==> src/rtl/ram_pkt_buf_pkg.sv <==
// Shared definitions for the store-and-forward packet buffer controller:
// the FSM state encoding and the statistics counter width.
package ram_pkt_buf_pkg;

    typedef enum logic [1:0] {
        ST_FILL    = 2'd0,
        ST_DISCARD = 2'd1,
        ST_DRAIN   = 2'd2
    } state_e;

    localparam int CNT_W = 16;

endpackage

==> src/rtl/ram_pkt_buf_ctrl.sv <==
// Store-and-forward packet controller: fills an external async-read RAM with one
// packet, then replays it. Optional statistics counters under RAM_PKT_BUF_CNT_EN.
module ram_pkt_buf_ctrl
    import ram_pkt_buf_pkg::*;
#(
    parameter int W     = 8,
    parameter int D     = 16,
    parameter int D_LOG = $clog2(D)
) (
    input  logic             clk,
    input  logic             rst_n,
    input  logic [W-1:0]     in_data,
    input  logic             in_valid,
    input  logic             in_last,
    output logic             in_ready,
    output logic [W-1:0]     out_data,
    output logic             out_valid,
    output logic             out_last,
    input  logic             out_ready,
    output logic             ram_wr,
    output logic [D_LOG-1:0] ram_addr_wr,
    output logic [W-1:0]     ram_data_wr,
    output logic [D_LOG-1:0] ram_addr_rd,
    input  logic [W-1:0]     ram_data_rd,
    output logic [D_LOG:0]   pkt_len,
`ifdef RAM_PKT_BUF_CNT_EN
    output logic [CNT_W-1:0] pkt_cnt,
    output logic [CNT_W-1:0] drop_cnt,
`endif
    output logic             overflow,
    input  logic             ovf_clr
);

    localparam logic [D_LOG-1:0] LAST_ADDR = D_LOG'(D - 1);

    state_e           state_q, state_d;
    logic [D_LOG-1:0] wr_ptr_q, wr_ptr_d;
    logic [D_LOG-1:0] rd_ptr_q, rd_ptr_d;
    logic [D_LOG-1:0] last_idx_q, last_idx_d;
    logic             overflow_q, overflow_d;
`ifdef RAM_PKT_BUF_CNT_EN
    logic [CNT_W-1:0] pkt_cnt_q, pkt_cnt_d;
    logic [CNT_W-1:0] drop_cnt_q, drop_cnt_d;
`endif

    logic in_hs;
    logic out_hs;

    // in_ready is gated by rst_n so the source sees no acceptance during reset.
    assign in_ready    = rst_n && (state_q != ST_DRAIN);
    assign in_hs       = in_valid && in_ready;
    assign out_valid   = (state_q == ST_DRAIN);
    assign out_last    = out_valid && (rd_ptr_q == last_idx_q);
    assign out_hs      = out_valid && out_ready;
    assign out_data    = ram_data_rd;
    assign ram_wr      = in_hs && (state_q == ST_FILL);
    assign ram_addr_wr = wr_ptr_q;
    assign ram_data_wr = in_data;
    assign ram_addr_rd = rd_ptr_q;
    assign pkt_len     = {1'b0, last_idx_q} + (D_LOG + 1)'(1);
    assign overflow    = overflow_q;
`ifdef RAM_PKT_BUF_CNT_EN
    assign pkt_cnt     = pkt_cnt_q;
    assign drop_cnt    = drop_cnt_q;
`endif

    always_comb begin
        state_d    = state_q;
        wr_ptr_d   = wr_ptr_q;
        rd_ptr_d   = rd_ptr_q;
        last_idx_d = last_idx_q;
        overflow_d = overflow_q;
`ifdef RAM_PKT_BUF_CNT_EN
        pkt_cnt_d  = pkt_cnt_q;
        drop_cnt_d = drop_cnt_q;
`endif
        if (ovf_clr) begin
            overflow_d = 1'b0;
        end

        case (state_q)
            ST_FILL: begin
                if (in_hs) begin
                    last_idx_d = wr_ptr_q;
                    // The pointer holds at the top address instead of wrapping.
                    if (wr_ptr_q != LAST_ADDR) begin
                        wr_ptr_d = wr_ptr_q + 1'b1;
                    end
                    if (in_last) begin
                        state_d = ST_DRAIN;
                    end else if (wr_ptr_q == LAST_ADDR) begin
                        overflow_d = 1'b1;
                        state_d    = ST_DISCARD;
                    end
                end
            end
            ST_DISCARD: begin
                if (in_hs) begin
`ifdef RAM_PKT_BUF_CNT_EN
                    if (drop_cnt_q != '1) begin
                        drop_cnt_d = drop_cnt_q + 1'b1;
                    end
`endif
                    if (in_last) begin
                        state_d = ST_DRAIN;
                    end
                end
            end
            ST_DRAIN: begin
                if (out_hs) begin
                    if (out_last) begin
                        state_d  = ST_FILL;
                        wr_ptr_d = '0;
                        rd_ptr_d = '0;
`ifdef RAM_PKT_BUF_CNT_EN
                        pkt_cnt_d = pkt_cnt_q + 1'b1;
`endif
                    end else begin
                        rd_ptr_d = rd_ptr_q + 1'b1;
                    end
                end
            end
            default: begin
                state_d = ST_FILL;
            end
        endcase
    end

    always_ff @(posedge clk or negedge rst_n) begin
        if (!rst_n) begin
            state_q    <= ST_FILL;
            wr_ptr_q   <= '0;
            rd_ptr_q   <= '0;
            last_idx_q <= '0;
            overflow_q <= 1'b0;
`ifdef RAM_PKT_BUF_CNT_EN
            pkt_cnt_q  <= '0;
            drop_cnt_q <= '0;
`endif
        end else begin
            state_q    <= state_d;
            wr_ptr_q   <= wr_ptr_d;
            rd_ptr_q   <= rd_ptr_d;
            last_idx_q <= last_idx_d;
            overflow_q <= overflow_d;
`ifdef RAM_PKT_BUF_CNT_EN
            pkt_cnt_q  <= pkt_cnt_d;
            drop_cnt_q <= drop_cnt_d;
`endif
        end
    end

endmodule

==> config.mk <==
export PLATFORM = sky130hd
export DESIGN_NAME = ram_pkt_buf_ctrl
export DESIGN_NICKNAME = d
export VERILOG_FILES = /design/src/rtl/ram_pkt_buf_pkg.sv /design/src/rtl/ram_pkt_buf_ctrl.sv
export SDC_FILE = /design/constraint.sdc
export NUM_CORES = 1
export LEC_CHECK = 0
export ABC_CLOCK_PERIOD_IN_PS = 4700
export CAP_MARGIN = 10
export CORE_UTILIZATION = 42
export CTS_BUF_LIST = sky130_fd_sc_hd__clkbuf_4
export DETAILED_ROUTE_END_ITERATION = 7
export PLACE_DENSITY = 0.88
export SLEW_MARGIN = 5
export SYNTH_ARGS = -nofsm -noshare
export SYNTH_HDL_FRONTEND = slang
export SYNTH_SLANG_ARGS = --single-unit
==> constraint.sdc <==
create_clock -name clk -period 4.7 [get_ports clk]
set_input_delay 1.41 -clock clk [delete_from_list [all_inputs] [get_ports clk]]
set_output_delay 1.41 -clock clk [all_outputs]
set_load 0.05 [all_outputs]
==> flow_summary.toml, run 1 <==
[sta]
worst_pin_slew_ns = 0.500
setup_viol = 0
slew_headroom_pct = 66.6
fmax_mhz = 253
post-route-period-util_pct = 83.9
slew_viol_final = 0
setup_tns_ns = 0
fin_crit_ns = 3.95
rsz0062_at_grt = "no"
skew_ns = 0.00209
finalHoldViolCount = 0

[cts]
clk_pin_slew_worst_paths_ns = 0.08
cts_resized = 0
clkSinkCount = 15
postCtsSetupBuffers = 0
cts_tree = "built"
cts_hold_buf = 0
htree_levels = 1
cts-root-buf = "clkbuf_4"
numCtsBuffers = 3
clock_latency_ns = 0.28
clockBufferDepth = 2

[logic_synthesis]
synth_edf_count = 0
synth_top_area_share_pct = 39.3
synth.cell_area_sq_um = 955
netlist_top_cells_count = "buf_4 (16), dfrtp_1 (15)"
async_flop_share_pct = 100
ys_warn_count = 0
synth_area_leader_cell = "dfrtp_1"
synth-seq-area-share_pct = 39.3
synthFlopType = "dfrtp_1"
synthesis.instances = 93
netlist_top_cells_area = "dfrtp_1 (39%), buf_4 (13%), xor2_1 (4.6%)"
synth_most_common_cell = "buf_4"
avgSynthCellArea_sq_um = 10.3
synth_seq_cells = 15
ys_types = 33
syn_nets = 118

[layout]
regArea_sq_um = 375
area_growth_pct = 21.4
fin_nets = 131
design_area_sq_um = 1160
drive_gt1_share_pct = 18.1
multi_input_area_sq_um = 435
nFillCells = 187
diodes = 0

[die]
design.core.area_sq_um = 2040
rows = 16
die_h_um = 49.7
start_util_pct = 46.8
die_w_um = 49.7
pin_count = 56
dieArea_sq_um = 2470

[flow_run]
drv_cap = 0

[critical_path]
startpoint_type = "input port"
worstPathArrival_ns = 2.54
cp_max_fo = 12
cp.required_ns = 3.29
crit_path_end_kind = "output pin"
path_class = "input port to output pin"
reg2reg_depth = 4

[global_route]
first_global_vias = 719
grt.busiest_layer = "met2"
global_route.usage.met3_pct = 3.70
antenna_found_initial = 0
grt_util_all_layers_pct = 16.5
met1_usage_pct = 20.2
grt_pass1_wl_mm = 3.14
grt_overflow = 0
grt_max_degree = 20
use_met2_pct = 25.5

[place]
numPortBuffers = 23
hpwl_mm = 1.43
place_congestion = 0.816
dpl_cell_area_sq_um = 1130

[drt]
route.detailed.drc = 0
drtIter0Drc = 15
totalWireLength_mm = 1.92
postRouteAntennaNets = 0
via_per_inst = 5.58
first_pass_iters = 4
wl_per_cell_um = 14.6
vias = 736

[hold_path]
hold_depth = 1
min_path_type = "flip-flop to flip-flop"

[pwr]
p_leak_uw = 0.000532
peakVddDrop_mv = 0.425
cellPowerDensity_nw_per_um2 = 821

[status]
status = "completed"
## power breakdown
| group | switching (uW) | internal, uW | total (uW) |
|---|---|---|---|
| clock | 40.6 | 38.8 | 79.4 |
| combinational | 383 | 232 | 615 |
| sequential | 75.0 | 181 | 256 |
| total | 499 | 452 | 951 |
## worst paths after layout
check | from | endpoint | slack (ns)
setup reg to reg | state_q[1]$_DFFE_PN0P_ | ram_addr_wr[0]$_DFFE_PN0P_ | 3.06
setup / recovery | in_valid | ram_wr | 0.75
hold / removal | state_q[1]$_DFFE_PN0P_ | state_q[0]$_DFFE_PN0P_ | 0.50
hold reg to reg | state_q[1]$_DFFE_PN0P_ | state_q[0]$_DFFE_PN0P_ | 0.50
max in group asynchronous | rst_n | last_idx_q[2]$_DFFE_PN0P_ | 3.04
min in group asynchronous | rst_n | last_idx_q[1]$_DFFE_PN0P_ | 1.48
## sequential cells by signal (all words and copies together) (netlist names)
| name | count |
|---|---|
| ram_addr_rd | 4 |
| ram_addr_wr | 4 |
| last_idx_q | 4 |
| overflow | 1 |
| state_q | 2 |
## per-stage QoR
stage	hold WS [ns]	worst slack (ns)	instances	total power (uW)	util, %
global route	0.537	0.718	132	999	56.7
CTS	0.500	0.756	132	956	56.7
detailed placement	0.485	0.762	128	873	55.3
floorplan	0.455	1.33	93	707	-
global placement	0.485	0.774	128	855	55.3
finish	0.505	0.755	132	951	56.7
## critical path, stage by stage
cell and delay (ns):
clkdlybuf4s50_1 0.51, and4bb_2 0.43, buf_12 0.18
## cell usage in the layout, fill, tap and decap left out, drive strengths merged, types with 2 or more instances in the layout
cell,synthesis,final
mux2,4,4
nand3,4,4
nand2,5,5
a21oi,2,2
nor3,2,2
a311oi,2,2
buf,17,4
clkdlybuf4s50,0,21
clkbuf,0,4
dfrtp,15,15
a21o,4,4
and3,2,2
xor2,5,5
o21ai,5,5
and2,4,4
ha,3,3
o22ai,3,3
inv,5,5
## layout make-up
class | instances | share of cell area (%)
multi-input cells | 56 | 37.6
inverters | 5 | 1.62
flip-flops and latches | 15 | 32.4
repair buffers | 25 | 22.9
clock buffers | 4 | 2.59
well taps | 27 | 2.92
## cell families after synthesis
family	Yosys count	synth area share [%]
and+or+nand+nor	23	16.1
buffers and inverters	22	15.1
AOI/OAI and AO/OA	20	14.9
DFF	15	39.3
xor gates and xnor gates	6	5.50
muxes	4	5.11
adders and majority gates	3	3.93
## routing by layer
| metal | part of all wire (%) | wire, um |
|---|---|---|
| met5 | 0 | 0 |
| met4 | 3.6 | 70 |
| met3 | 7.6 | 146 |
| met2 | 45 | 860 |
| met1 | 44 | 844 |
Power figures use the tool's default switching activity.
==> run 2, diff against run 1 <==
- ABC_CLOCK_PERIOD_IN_PS: 4700 -> 3600
- CORE_UTILIZATION: 42 -> 35
- PLACE_DENSITY: 0.88 -> 0.78
- clock period: 4.7 -> 3.6 ns (I/O delays scaled with it)
==> flow_summary.toml, run 2 (same netlist as run 1, synthesis figures left out) <==
[status]
status = "completed"

[die]
start_util_pct = 37.8
die_h_um = 54.2
rows = 18
design.core.area_sq_um = 2520
dieArea_sq_um = 2940
die_w_um = 54.2
pin_count = 56

[sta]
fmax_mhz = 306
layout_setup_ws_ns = 0.331
skew_ns = 0.00185
post-route-period-util_pct = 90.8
slew_viol_final = 0
setup_tns_ns = 0
finalHoldViolCount = 0
setup_viol = 0
fin_crit_ns = 3.27
worst_pin_slew_ns = 0.511
slew_headroom_pct = 65.9
rsz0062_at_grt = "no"

[cts]
cts_tree = "built"
clockBufferDepth = 2
cts-root-buf = "clkbuf_4"
clk_pin_slew_worst_paths_ns = 0.08
clkSinkCount = 15
clock_latency_ns = 0.27
cts_hold_buf = 0
numCtsBuffers = 3
cts_resized = 0
htree_levels = 1
postCtsSetupBuffers = 0

[pwr]
p_int_uw = 593
cellPowerDensity_nw_per_um2 = 1040
p_leak_uw = 0.000547
p_sw_uw = 643
p_comb_share_pct = 64.8
clkPwrFrac_pct = 8.0
peakVddDrop_mv = 0.640
p_seq_share_pct = 27.2
p_sw_share_pct = 52.0

[critical_path]
cp.required_ns = 2.52
worstPathCellList = "xor2_1, nor4_4, and2_2, clkdlybuf4s50_1"
r2r_slack_ns = 1.94
path_delay_family = "buffers and inverters"
r2r_start = "state_q[1]$_DFFE_PN0P_"
slowest_delay_ns = 0.80
reg2reg_depth = 5
cp_max_fo = 5
crit_path_end_kind = "output pin"
r2r_end = "ram_addr_wr[0]$_DFFE_PN0P_"
crit_slowest_cell = "clkdlybuf4s50_1"
path_class = "flip-flop to output pin"
startpoint_type = "flip-flop"
critPathBufInv = 1
worstPathArrival_ns = 2.19

[drt]
first_pass_iters = 4
postRouteAntennaNets = 0
totalWireLength_mm = 1.92
vias = 737
drtIter0Drc = 13
via_per_inst = 5.34
route.detailed.drc = 0
wl_per_cell_um = 13.9

[hold_path]
min_path_type = "flip-flop to flip-flop"
hold_end = "state_q[0]$_DFFE_PN0P_"
min_from = "state_q[1]$_DFFE_PN0P_"
hold_depth = 1

[place]
hpwl_mm = 1.55
place_congestion = 0.781
numPortBuffers = 23
pre_cts_ws_ns = 0.396

[global_route]
antenna_found_initial = 0
grt_util_all_layers_pct = 14.4
grt_max_degree = 12
first_global_vias = 694
grt_pass1_wl_mm = 3.06
grt_overflow = 0

[layout]
drive_gt1_share_pct = 20.4
multi_input_area_sq_um = 435
fin_nets = 134
final_cell_mix = "clkdlybuf4s50_1 (21), dfrtp_1 (15)"
nFillCells = 239
area_growth_pct = 24.1
layout_commonest_cell = "clkdlybuf4s50_1"
regArea_sq_um = 375
diodes = 0

[flow_run]
drv_cap = 0
[run 2: changes by cell type in the layout (fill, tap and decap cells not counted)]
cell   previous run  this run
buf_4             2         5
[run 2: power groups by stage]
stage               Sequential [uW]  Combinational [uW]  Clock [uW]
finish                          336                 801        98.8
detailed placement              340                 800           0
floorplan                       453                 469           0
CTS                             336                 804         102
global route                    347                 854         112
global placement                332                 790           0
[run 2: layout make-up]
cell class	instances	share of cell area [%]
timing repair buffer	28	24.3
clock buffer	4	2.53
multi-input combinational	56	36.7
inverter	5	1.58
tap	30	3.17
sequential	15	31.7
[run 2: layer usage]
layer	GRT usage [%]	part of all wire [%]	up-vias
li1	-	-	344
met1	18.3	43	359
met2	24.2	49	30
met3	2.50	6.1	4
met4	5.56	1.1	0
met5	0	0	-
[run 2: how the worst max path moves through the flow]
stage / startpoint / endpoint / slack (ns) / cells after the start
floorplan: ram_addr_rd[2]$_DFFE_PN0P_ / out_last / 0.82 / 3
global placement: rst_n / in_ready / 0.43 / 4
detailed placement: rst_n / in_ready / 0.40 / 4
CTS: last_idx_q[2]$_DFFE_PN0P_ / out_last / 0.31 / 4
global route: last_idx_q[2]$_DFFE_PN0P_ / out_last / 0.25 / 4
finish: last_idx_q[2]$_DFFE_PN0P_ / out_last / 0.33 / 4
[run 2: worst register-to-register path: cells and delay by family, from the launching register on]
| family | cells | cell delay [ns] |
|---|---|---|
| compound gates | 1 | 0.09 |
| buf+inv | 1 | 0.19 |
| flops | 1 | 0.42 |
| mux | 1 | 0.26 |
| simple gates | 2 | 0.59 |
[run 2: through the flow]
stage	area, sq um	hold WS (ns)	std cells	power (uW)	utilization [%]
floorplan	955	0.455	93	923	-
global placement	1150	0.485	134	1120	45.8
detailed placement	1150	0.494	134	1140	45.8
CTS	1180	0.503	138	1240	47.0
global route	1180	0.533	138	1310	47.0
finish	1180	0.496	138	1240	47.0
